$ cat src/rtl/tio_sync_pkg.sv
// Shared types and default constants for the sysclk sync sequencer.
package tio_sync_pkg;

  typedef enum logic [1:0] {
    ST_IDLE = 2'd0,
    ST_WAIT = 2'd1,
    ST_FIRE = 2'd2,
    ST_EXT  = 2'd3
  } tio_sync_state_e;

  localparam int DEF_CNT_WIDTH    = 32;
  localparam int DEF_SEQ_LEN      = 8;
  localparam int DEF_EXT_SYNC_LEN = 16;

endpackage

$ cat src/rtl/tio_sync_gen.sv
// Sync sequencer: on a TURF request, waits sync_offset sysclks, then restarts the sync phase,
// reloads the timestamp counter and optionally drives the LMK external sync pulse.
module tio_sync_gen
  import tio_sync_pkg::*;
#(
  parameter int CNT_WIDTH    = DEF_CNT_WIDTH,
  parameter int SEQ_LEN      = DEF_SEQ_LEN,
  parameter int EXT_SYNC_LEN = DEF_EXT_SYNC_LEN
) (
  input  logic                        sys_clk_i,
  input  logic                        sys_rst_n_i,
  input  logic                        sync_req_i,
  input  logic [7:0]                  sync_offset_i,
  input  logic                        en_ext_sync_i,
  input  logic [7:0]                  clk_offset_i,
  input  logic                        missed_clr_i,
  output logic                        seq_rst_o,
  output logic [$clog2(SEQ_LEN)-1:0]  seq_phase_o,
  output logic [CNT_WIDTH-1:0]        sysclk_count_o,
  output logic                        ext_sync_o,
  output logic                        busy_o,
  output logic                        sync_missed_o,
  output logic [1:0]                  state_o
);

  localparam int PW = $clog2(SEQ_LEN);
  localparam logic [PW-1:0] PHASE_LAST = PW'(SEQ_LEN - 1);
  localparam logic [7:0]    EXT_LOAD   = 8'(EXT_SYNC_LEN - 1);
  localparam bit            EXT_MULTI  = (EXT_SYNC_LEN > 1);

  // Valid/ready: sync_req_i is a one-cycle strobe with an implicit ready of (state == IDLE);
  // a strobe seen while not ready is dropped and recorded in sync_missed_o.

  tio_sync_state_e state_q, state_d;
  logic [7:0]      dcnt_q;
  logic [7:0]      ecnt_q;
  logic            ext_en_q;
  logic [7:0]      clk_off_q;

  logic accept;
  logic fire;
  logic busy_d;

  assign state_o = state_q;

  // State register
  always_ff @(posedge sys_clk_i or negedge sys_rst_n_i) begin
    if (!sys_rst_n_i) state_q <= ST_IDLE;
    else              state_q <= state_d;
  end

  // Next-state logic. FIRE is the cycle whose closing edge performs the reload, so
  // busy spans 1+offset cycles; offset 0 goes straight to FIRE.
  always_comb begin
    state_d = state_q;
    unique case (state_q)
      ST_IDLE: if (sync_req_i) state_d = (sync_offset_i == 8'd0) ? ST_FIRE : ST_WAIT;
      ST_WAIT: if (dcnt_q == 8'd0) state_d = ST_FIRE;
      ST_FIRE: state_d = (ext_en_q && EXT_MULTI) ? ST_EXT : ST_IDLE;
      ST_EXT:  if (ecnt_q <= 8'd1) state_d = ST_IDLE;
      default: state_d = ST_IDLE;
    endcase
  end

  // Output decode, registered below
  always_comb begin
    accept = (state_q == ST_IDLE) && sync_req_i;
    fire   = (state_q == ST_FIRE);
    busy_d = (state_d != ST_IDLE);
  end

  // Sequence control: latched parameters, delay and pulse-width counters
  always_ff @(posedge sys_clk_i or negedge sys_rst_n_i) begin
    if (!sys_rst_n_i) begin
      dcnt_q        <= '0;
      ecnt_q        <= '0;
      ext_en_q      <= 1'b0;
      clk_off_q     <= '0;
      seq_rst_o     <= 1'b0;
      ext_sync_o    <= 1'b0;
      busy_o        <= 1'b0;
      sync_missed_o <= 1'b0;
    end else begin
      seq_rst_o <= fire;
      busy_o    <= busy_d;

      if (accept) begin
        dcnt_q    <= sync_offset_i - 8'd1;
        ext_en_q  <= en_ext_sync_i;
        clk_off_q <= clk_offset_i;
      end else if (state_q == ST_WAIT) begin
        dcnt_q <= dcnt_q - 8'd1;
      end

      // The pulse runs on its own counter so it can outlive the EXT state by one cycle.
      if (fire && ext_en_q) begin
        ext_sync_o <= 1'b1;
        ecnt_q     <= EXT_LOAD;
      end else if (ext_sync_o) begin
        if (ecnt_q == 8'd0) ext_sync_o <= 1'b0;
        else                ecnt_q     <= ecnt_q - 8'd1;
      end

      // A miss has priority over a clear
      if (sync_req_i && busy_o) sync_missed_o <= 1'b1;
      else if (missed_clr_i)    sync_missed_o <= 1'b0;
    end
  end

  // Free-running phase and timestamp counters, reloaded on the fire edge
  always_ff @(posedge sys_clk_i or negedge sys_rst_n_i) begin
    if (!sys_rst_n_i) begin
      seq_phase_o    <= '0;
      sysclk_count_o <= '0;
    end else if (fire) begin
      seq_phase_o    <= '0;
      sysclk_count_o <= CNT_WIDTH'(clk_off_q);
    end else begin
      seq_phase_o    <= (seq_phase_o == PHASE_LAST) ? '0 : seq_phase_o + 1'b1;
      sysclk_count_o <= sysclk_count_o + 1'b1;
    end
  end

endmodule

$ cat config.mk
export PLATFORM = sky130hd
export DESIGN_NAME = tio_sync_gen
export DESIGN_NICKNAME = d
export VERILOG_FILES = /design/src/rtl/tio_sync_pkg.sv /design/src/rtl/tio_sync_gen.sv
export SDC_FILE = /design/constraint.sdc
export NUM_CORES = 1
export LEC_CHECK = 0
export BUFFER_PORTS_ARGS = -buffer_cell sky130_fd_sc_hd__buf_2
export CAP_MARGIN = 40
export CORE_UTILIZATION = 55
export DETAILED_ROUTE_END_ITERATION = 8
export GPL_ROUTABILITY_DRIVEN = 0
export HOLD_SLACK_MARGIN = 0.15
export PLACE_DENSITY = 0.79
export SYNTH_ARGS = -nofsm -noshare
export SYNTH_HDL_FRONTEND = slang
export SYNTH_SLANG_ARGS = --single-unit
$ cat constraint.sdc
create_clock -name sys_clk_i -period 3.04 [get_ports sys_clk_i]
set_clock_uncertainty 0.15 [all_clocks]
set_input_delay 0.304 -clock sys_clk_i [delete_from_list [all_inputs] [get_ports sys_clk_i]]
set_output_delay 0.304 -clock sys_clk_i [all_outputs]
set_load 0.01 [all_outputs]
[Word-level counts from Yosys, hierarchy flattened]
Index checks and enable logic that the tools add are counted.
Operators by class
  $add $sub $neg: 5
  order comparisons: 1
  reduce and logical (&&, ||, !) cells: 12
  mux-type cells: 19
  equal/unequal tests: 5
Operator list (number)
  $mux W8: 5
  $add A32 B1 Y32 const B: 1
  $mux W32: 1
  $logic_not A8 Y1: 3
  $sub A8 B1 Y8 const B: 3
  $mux W2: 5
  $le A8 B1 Y1 const B: 1
  $pmux W2 S4: 1
  $reduce_bool A2 Y1: 4
  $mux W3: 2
  $mux W1: 5
  $eq A2 B2 Y1 const B: 2
  $add A3 B1 Y3 const B: 1
  $eq A3 B3 Y1 const B: 1
  $logic_and A1 B1 Y1: 3
  $eq A2 B1 Y1 const B: 1
  $logic_not A2 Y1: 1
  $ne A2 B2 Y1 const B: 1
  $reduce_and A2 Y1: 1
Storage, ports and cells
  word-level logic and storage cells: 53
  register bits after elaboration: 66
  output and inout bits: 41

[Depth between registers and ports, before layout]
Gate-level depths: netlist (run 1).
  depth after elaboration: 5
  mapped depth: 10

[Least setup slack after synthesis (run 1)]
OpenSTA, ideal clock, no wires.
  kind: register to register
  start: register state_q[0], in the netlist state_o[0]
  end: register dcnt_q[2]
  clock period less this slack: 2471 ps
  stages on the path, launching flop included: 11
  data arrival time: 2175 ps
  library setup time: 145 ps
  setup slack: 569 ps
  cell sequence: dfrtp_1 > clkbuf_1 > nor3b_1 > clkbuf_1 > mux2i_1 > ha_1 > clkbuf_1 > xnor2_1 > a21oi_1 > a211oi_1 > a221oi_1
Between the ends
  word-level cells in the longest chain between the ends: 3
  elaborated cells on any way between the ends: 5
RTL lines
  start: declaration: RTL line tio_sync_gen.sv:34  | tio_sync_state_e state_q, state_d;
  start signal: assignment: RTL line tio_sync_gen.sv:49  | else state_q <= state_d;
  $logic_not A2 Y1: RTL line tio_sync_gen.sv:67  | accept = (state_q == ST_IDLE) && sync_req_i;
  $logic_and A1 B1 Y1: RTL line tio_sync_gen.sv:67
  $mux W8 or $reduce_bool A2 Y1 (tied branches)
  end signal: assignment: RTL line tio_sync_gen.sv:88  | dcnt_q <= sync_offset_i - 8'd1;
  end signal: assignment: RTL line tio_sync_gen.sv:92  | dcnt_q <= dcnt_q - 8'd1;
  end: declaration: RTL line tio_sync_gen.sv:35  | logic [7:0] dcnt_q;
Several ways; a longest one is shown, not always the timed one.
A chain may end at the register's enable or synchronous reset.

[Worst setup path in the final report (run 1)]
  start: input port sync_req_i
  end: register dcnt_q[2]
Between the ends
  word-level cells in the longest chain between the ends: 2
  elaborated cells on any way between the ends: 3
RTL lines
  start: declaration: RTL line tio_sync_gen.sv:12  | input logic sync_req_i,
  $logic_and A1 B1 Y1 (*): RTL line tio_sync_gen.sv:67
  $mux W8 or $reduce_bool A2 Y1 (tied branches)
Mark *: on every way between the ends. The rest lies on a longest branch, timed or not.

==> results of run 1 <==
## cells by family after synthesis
group                      count (synthesis)  share of synthesized area, %
and+or+nand+nor                          180                          26.6
AOI/OAI and AO/OA                         81                          14.4
DFF                                       66                          46.4
buffers and inverters                     31                          3.65
xor gates and xnor gates                  16                          3.94
muxes                                      9                          2.57
adders and majority gates                  7                          2.46
## sequential cells by signal, summed over array words and instances (netlist names)
signal,cells
sysclk_count_o,32
clk_off_q,8
dcnt_q,8
ecnt_q,8
seq_phase_o,3
state_o,2
busy_o,1
ext_en_q,1
ext_sync_o,1
seq_rst_o,1
sync_missed_o,1
## layout make-up
class	count	share of cell area [%]
tap	75	2.21
multi-input combinational	293	42.0
inverter	10	0.883
clock buffer	11	3.09
clock inverter	5	0.736
sequential	66	38.9
timing repair buffer	83	12.2
## synth_stat cells, drive strengths merged, types with 8 or more instances
cell type / n / area (sq um)
clkbuf: 16 / 60.1
xnor2: 8 / 70.1
nor2: 23 / 86.3
a21oi: 28 / 140
dfrtp: 66 / 1650
o31ai: 12 / 90.1
inv: 9 / 33.8
o21ai: 15 / 75.1
or4: 17 / 133
mux2i: 8 / 80.1
nand4: 9 / 62.6
nand3: 14 / 70.1
xor2: 8 / 70.1
nor3: 9 / 45.0
and4: 8 / 71.3
nand2: 64 / 240
nor4: 8 / 50.1
## worst reg2reg max path: cells and delay by family (launching register included)
family                     cells  cell delay, ps
adders and majority gates      1             380
muxes                          1             280
AOI/OAI and AO/OA              2             230
and+or+nand+nor                3             710
DFF                            1             570
## worst paths after layout
| kind | cells past startpoint | endpoint | start |
|---|---|---|---|
| worst max-delay path | 9 | dcnt_q[2] | sync_req_i |
| worst min-delay path | 3 | dcnt_q[6] | sync_offset_i[6] |
| worst max register to register | 7 | dcnt_q[2] | state_o[0] |
| worst min register to register | 1 | seq_phase_o[0] | seq_phase_o[0] |
| max in group asynchronous | 4 | dcnt_q[7] | sys_rst_n_i |
| min in group asynchronous | 2 | sysclk_count_o[9] | sys_rst_n_i |
## routing by layer
layer	vias to the layer above	GRT usage [%]	wire length, microns	share of wire (%)
met5	-	0	0	0
met1	1540	36.2	3870	46
met2	111	42.5	3960	47
met4	0	15.1	264	3.1
met3	26	5.05	399	4.7
li1	1571	-	-	-
## power by group through the flow
stage	Clock [mW]	Sequential [mW]	Combinational (mW)
2_1_floorplan	0	1.40	0.810
3_3_place_gp	0	1.42	1.10
3_5_place_dp	0	1.44	1.13
4_1_cts	0.645	1.43	1.16
5_1_grt	0.691	1.47	1.32
6_report	0.643	1.43	1.17
## timing repair
item,4_1_cts,5_1_grt
hold buffers,15,0
endpoints found under the hold margin,67,0
setup buffers,0,0
==> impl_results.md, run 1 <==
- Setup Viol. Count Final: 0
- Max frequency: 400 MHz
- Site Rows: 28
- Register Area: 1650 sq um
- PnR worst setup slack: 543 ps
- First-pass GRT wire length: 13.8 mm
- Worst slack at placement: 652 ps
- Hold slack: 157 ps
- Final setup TNS: 0 ps
- Post-synth top flop: dfrtp_1
- Cell Chain, Critical Path: dlygate4sd3_1, buf_2, nor3b_2, mux2i_1, ha_1, nor2b_1, nor2_1, a21oi_1, a221oi_1
- Initial Util: 58.4%
- Core area: 6100 sq um
- Crit. End Element: register
- Worst-path fanout max: 9
- Most frequent cells in the layout: dfrtp_1, nand2_1, buf_2, a21oi_1, nor2_1
- Residual DRC: 0
- HP Class: in -> reg
- DRT antenna net count: 0
- End-of-flow core utilization: 69.7%
- Ports: 62
- Routed len/inst: 15.7 microns
- Post_cts resized: 0
- Layout Nets: 491
- Tightest Pin Transition: 875 ps
- Post-synth ARST share: 100%
- Total clock buffers created by CTS: 9
- Unrepaired setup endpoints after global routing: no
- PortBufs: 61
- Placed cells: 512
- Cells after Synth: 390
- Final hold violation count: 0
- Crit path required time: 3090 ps
- Vias: 3248
- Worst-Skew Late Latency: 350 ps
- Crit share post-route: 82.1%
- Min cycle time layout: 2500 ps
- Largest net degree at the start of global routing: 37
- Sw power: 1.30 mW
- Outcome: complete, no violations
- Reg2reg setup slack: 580 ps
- Iteration-0 DRC count of the detailed router: 186
- Initial DRT Pass Iterations: 6
- GR Overflow Total: 0
- Combinational share of power: 36.1%
- Worst path buffer plus inverter count: 2
- Overall global routing resource usage: 27.4%
- Power Density: 764 nW/um^2
- Area of the multi-input gates: 1780 sq um
- Diode count: 0
- Clock transition at the registers of the reported paths: 70 ps
- PnR Total Power: 3.25 mW
- Die W: 82.5 microns
- CTS tree: yes
- H-Tree Depth: 3
- Fraction of layout cells with a size suffix above 1: 20.3%
- Clock power frac: 19.8%
- Ys Warns: 0
- Worst path top cell family by delay: buffers and inverters
- Startpoint class of the critical path: input port
- Setup CP Type: in -> reg
- Net Sw Frac: 40.0%
- Post-Syn Area per Cell: 9.13 sq um
- Crit path largest cell delay: 520 ps
- Vias per cell: 5.98
- Clock Path Buffers: 2
- Fin cells: 543
- Register area share after synthesis: 46.4%
- Antenna violations before repair: 0
- Post-DP Area: 3940 sq um
- Area grow syn2layout: 19.4%
- Sink Count: 66
- Synth unique cells: 54
- Number of global-route vias before repair: 2992
- Die ar.: 6800 sq um
- Commonest non-fill, non-tap cell in the layout: dfrtp_1
- Leakage: 1.95 nW
- Synth Cell Area: 3560 sq um
- Total Wirelength: 8.50 mm
- Slowest cell on crit path: dlygate4sd3_1
- Seq pwr share: 44.1%
- Finished Cell Area: 4250 sq um
- Power Internal: 1.95 mW
- Die H: 82.5 microns
- Slew headroom: 41.2%
- EDFF count, synth: 0
- CTS root buffer: clkbuf_8
- Fin. max-slew vios: 0
- Seq cells post-synth: 66
- Estimated wirelength of the detail-placed design: 5.54 mm
- Syn nets: 418
- Worst EP arrival: 2550 ps
- Max-Cap Viols: 0
- Fill count: 497
- Maximum VDD drop: 516 uV
Note: power is estimated with default switching activity, not from simulation.
==> inputs of run 2 (changes only) <==
--- a/config.mk
+++ b/config.mk
@@ -7,11 +7,11 @@
 export LEC_CHECK = 0
 export BUFFER_PORTS_ARGS = -buffer_cell sky130_fd_sc_hd__buf_2
 export CAP_MARGIN = 40
-export CORE_UTILIZATION = 55
+export CORE_UTILIZATION = 51
 export DETAILED_ROUTE_END_ITERATION = 8
 export GPL_ROUTABILITY_DRIVEN = 0
 export HOLD_SLACK_MARGIN = 0.15
-export PLACE_DENSITY = 0.79
+export PLACE_DENSITY = 0.77
 export SYNTH_ARGS = -nofsm -noshare
 export SYNTH_HDL_FRONTEND = slang
 export SYNTH_SLANG_ARGS = --single-unit
==> constraint.sdc (replaced) <==
create_clock -name sys_clk_i -period 2.1 [get_ports sys_clk_i]
set_clock_uncertainty 0.15 [all_clocks]
set_input_delay 0.21 -clock sys_clk_i [delete_from_list [all_inputs] [get_ports sys_clk_i]]
set_output_delay 0.21 -clock sys_clk_i [all_outputs]
set_load 0.01 [all_outputs]
==> run 2 against run 1 <==
Effect of this change: sequential share of layout area fell by 2.7 points; setup slack worse by 520 ps; global-route usage fell by 2.0 points; highest routed layer unchanged; largest cell class unchanged; largest power group is now combinational cells.
==> impl_results.md, run 2 (same netlist as run 1, synthesis figures left out) <==
- Initial DRT Pass Iterations: 5
- CTS root buffer: clkbuf_8
- Top reg by flops: sysclk_count_o
- Total Wirelength: 8.94 mm
- Die W: 85.6 microns
- First-pass GRT wire length: 14.7 mm
- Commonest non-fill, non-tap cell in the layout: nand2_1
- Die ar.: 7320 sq um
- Reg2reg setup slack: 20 ps
- Antenna violations before repair: 0
- Max reg flops: 32
- Max frequency: 481 MHz
- Crit. End Element: register
- Hold slack: 180 ps
- Area grow syn2layout: 28.9%
- Power Internal: 3.21 mW
- Fraction of layout cells with a size suffix above 1: 27.4%
- Worst EP arrival: 2160 ps
- Setup Viol. Count Final: 0
- Largest net degree at the start of global routing: 67
- Clock power frac: 22.1%
- Vias: 3394
- Overall global routing resource usage: 25.4%
- Reg2reg end: dcnt_q[6]
- Maximum VDD drop: 580 uV
- Leakage: 2.11 nW
- GR Overflow Total: 0
- Estimated wirelength of the detail-placed design: 5.82 mm
- Sink Count: 66
- Net Sw Frac: 38.1%
- Sw power: 1.98 mW
- Clock Path Buffers: 2
- Crit path largest cell delay: 410 ps
- Worst-Skew Late Latency: 350 ps
- Fin. max-slew vios: 0
- Crit share post-route: 99.1%
- Layout Nets: 520
- Diode count: 0
- Crit path required time: 2180 ps
- H-Tree Depth: 3
- Routed len/inst: 15.5 microns
- Hold_sp: sync_offset_i[0]
- Crit path launch: state_o[0]
- Max-Cap Viols: 0
- End-of-flow core utilization: 67.9%
- DRT antenna net count: 0
- Number of global-route vias before repair: 3266
- Outcome: complete, no violations
- Combinational share of power: 39.5%
- Tightest Pin Transition: 515 ps
- Residual DRC: 0
- Seq pwr share: 38.5%
- CTS tree: yes
- Clock transition at the registers of the reported paths: 80 ps
- Startpoint class of the critical path: register
- Iteration-0 DRC count of the detailed router: 278
- Core area: 6760 sq um
- Fill count: 532
- Most frequent cells in the layout: nand2_1, dfrtp_1, buf_2, buf_4, a21oi_1
- Vias per cell: 5.88
- Power Density: 1130 nW/um^2
- Hold EP: state_o[0]
- WHS Path Cells: 4
- Worst-path fanout max: 6
- Die H: 85.6 microns
- Total clock buffers created by CTS: 9
- HP Class: in -> reg
- Setup CP Type: reg -> reg
- Min cycle time layout: 2080 ps
- Initial Util: 52.7%
- R2R cell count: 8
- Cell Chain, Critical Path: nor3b_4, mux2i_1, ha_2, buf_6, buf_4, nand3_1, a21oi_1, nor3_1
- Final setup TNS: 0 ps
- PortBufs: 61
- R2r startpoint: state_o[0]
- Site Rows: 30
- Ports: 62
- Slowest cell on crit path: dfrtp_1
- Slew headroom: 65.4%
- Final hold violation count: 0
==> run 2: changes by cell type in the layout (fill, tap and decap cells not counted), moves of 2 or more <==
cell,previous run,this run
clkinv_2,3,0
clkbuf_1,2,0
clkbuf_8,9,11
dlygate4sd3_1,15,17
dfrtp_1,66,61
dfrtp_2,0,5
buf_4,6,31
==> run 2: power groups by stage <==
stage / combinational [mW] / sequential [mW] / clock [mW]
2_1_floorplan: 1.23 / 2.03 / 0
3_3_place_gp: 1.80 / 1.98 / 0
3_5_place_dp: 1.87 / 2.00 / 0
4_1_cts: 1.92 / 1.98 / 1.16
5_1_grt: 2.29 / 2.05 / 1.22
6_report: 2.05 / 1.99 / 1.14
==> run 2: how the worst max path moves through the flow <==
stage          cells after the start  slack (ps)   endpoint
2_1_floorplan                     10          -7  dcnt_q[2]
3_3_place_gp                       4         120  ecnt_q[7]
3_5_place_dp                       6          50  dcnt_q[4]
4_1_cts                            7          20  dcnt_q[2]
5_1_grt                            8         -80  dcnt_q[6]
6_report                           8          20  dcnt_q[6]
==> run 2: what timing repair did <==
action | in CTS | in global routing
hold buffers | 17 | 0
setup buffers | 0 | 11
gates resized for setup | 0 | 8
hold endpoints to repair | 81 | 0
endpoints found under the setup margin | 0 | 10
==> run 2: worst max-delay path, delay by kind of cell, from the launching register on <==
family,cells,cell delay [ps]
AOI/OAI and AO/OA,1,140
adders and majority gates,1,300
buffers and inverters,2,210
DFF,1,410
muxes,1,310
and+or+nand+nor,3,440
==> run 2: per-layer routing <==
layer,routed length [microns],vias up,GRT usage (%)
met5,0,-,0
met4,150,0,12.4
met3,404,13,4.23
met2,4500,97,43.3
met1,3880,1657,31.6
li1,-,1627,-
==> run 2: cell type report <==
type | count | area [sq um] | share of cell area (%)
well taps | 80 | 100 | 2.18
inverters | 10 | 37.5 | 0.818
repair buffers | 111 | 739 | 16.1
flip-flops and latches | 66 | 1660 | 36.1
multi-input cells | 294 | 1840 | 40.1
clock inverters | 5 | 62.6 | 1.36
clock buffers | 11 | 151 | 3.30
==> run 2: through the flow <==
| step | total power, mW | instance area, sq um | setup WS (ps) | instances |
|---|---|---|---|---|
| 6_report | 5.18 | 4590 | 19.8 | 577 |
| 3_3_place_gp | 3.78 | 4080 | 125 | 532 |
| 2_1_floorplan | 3.26 | 3620 | -7.40 | 390 |
| 3_5_place_dp | 3.87 | 4080 | 52.6 | 532 |
| 4_1_cts | 5.05 | 4460 | 21.0 | 565 |
| 5_1_grt | 5.56 | 4590 | -78.0 | 577 |
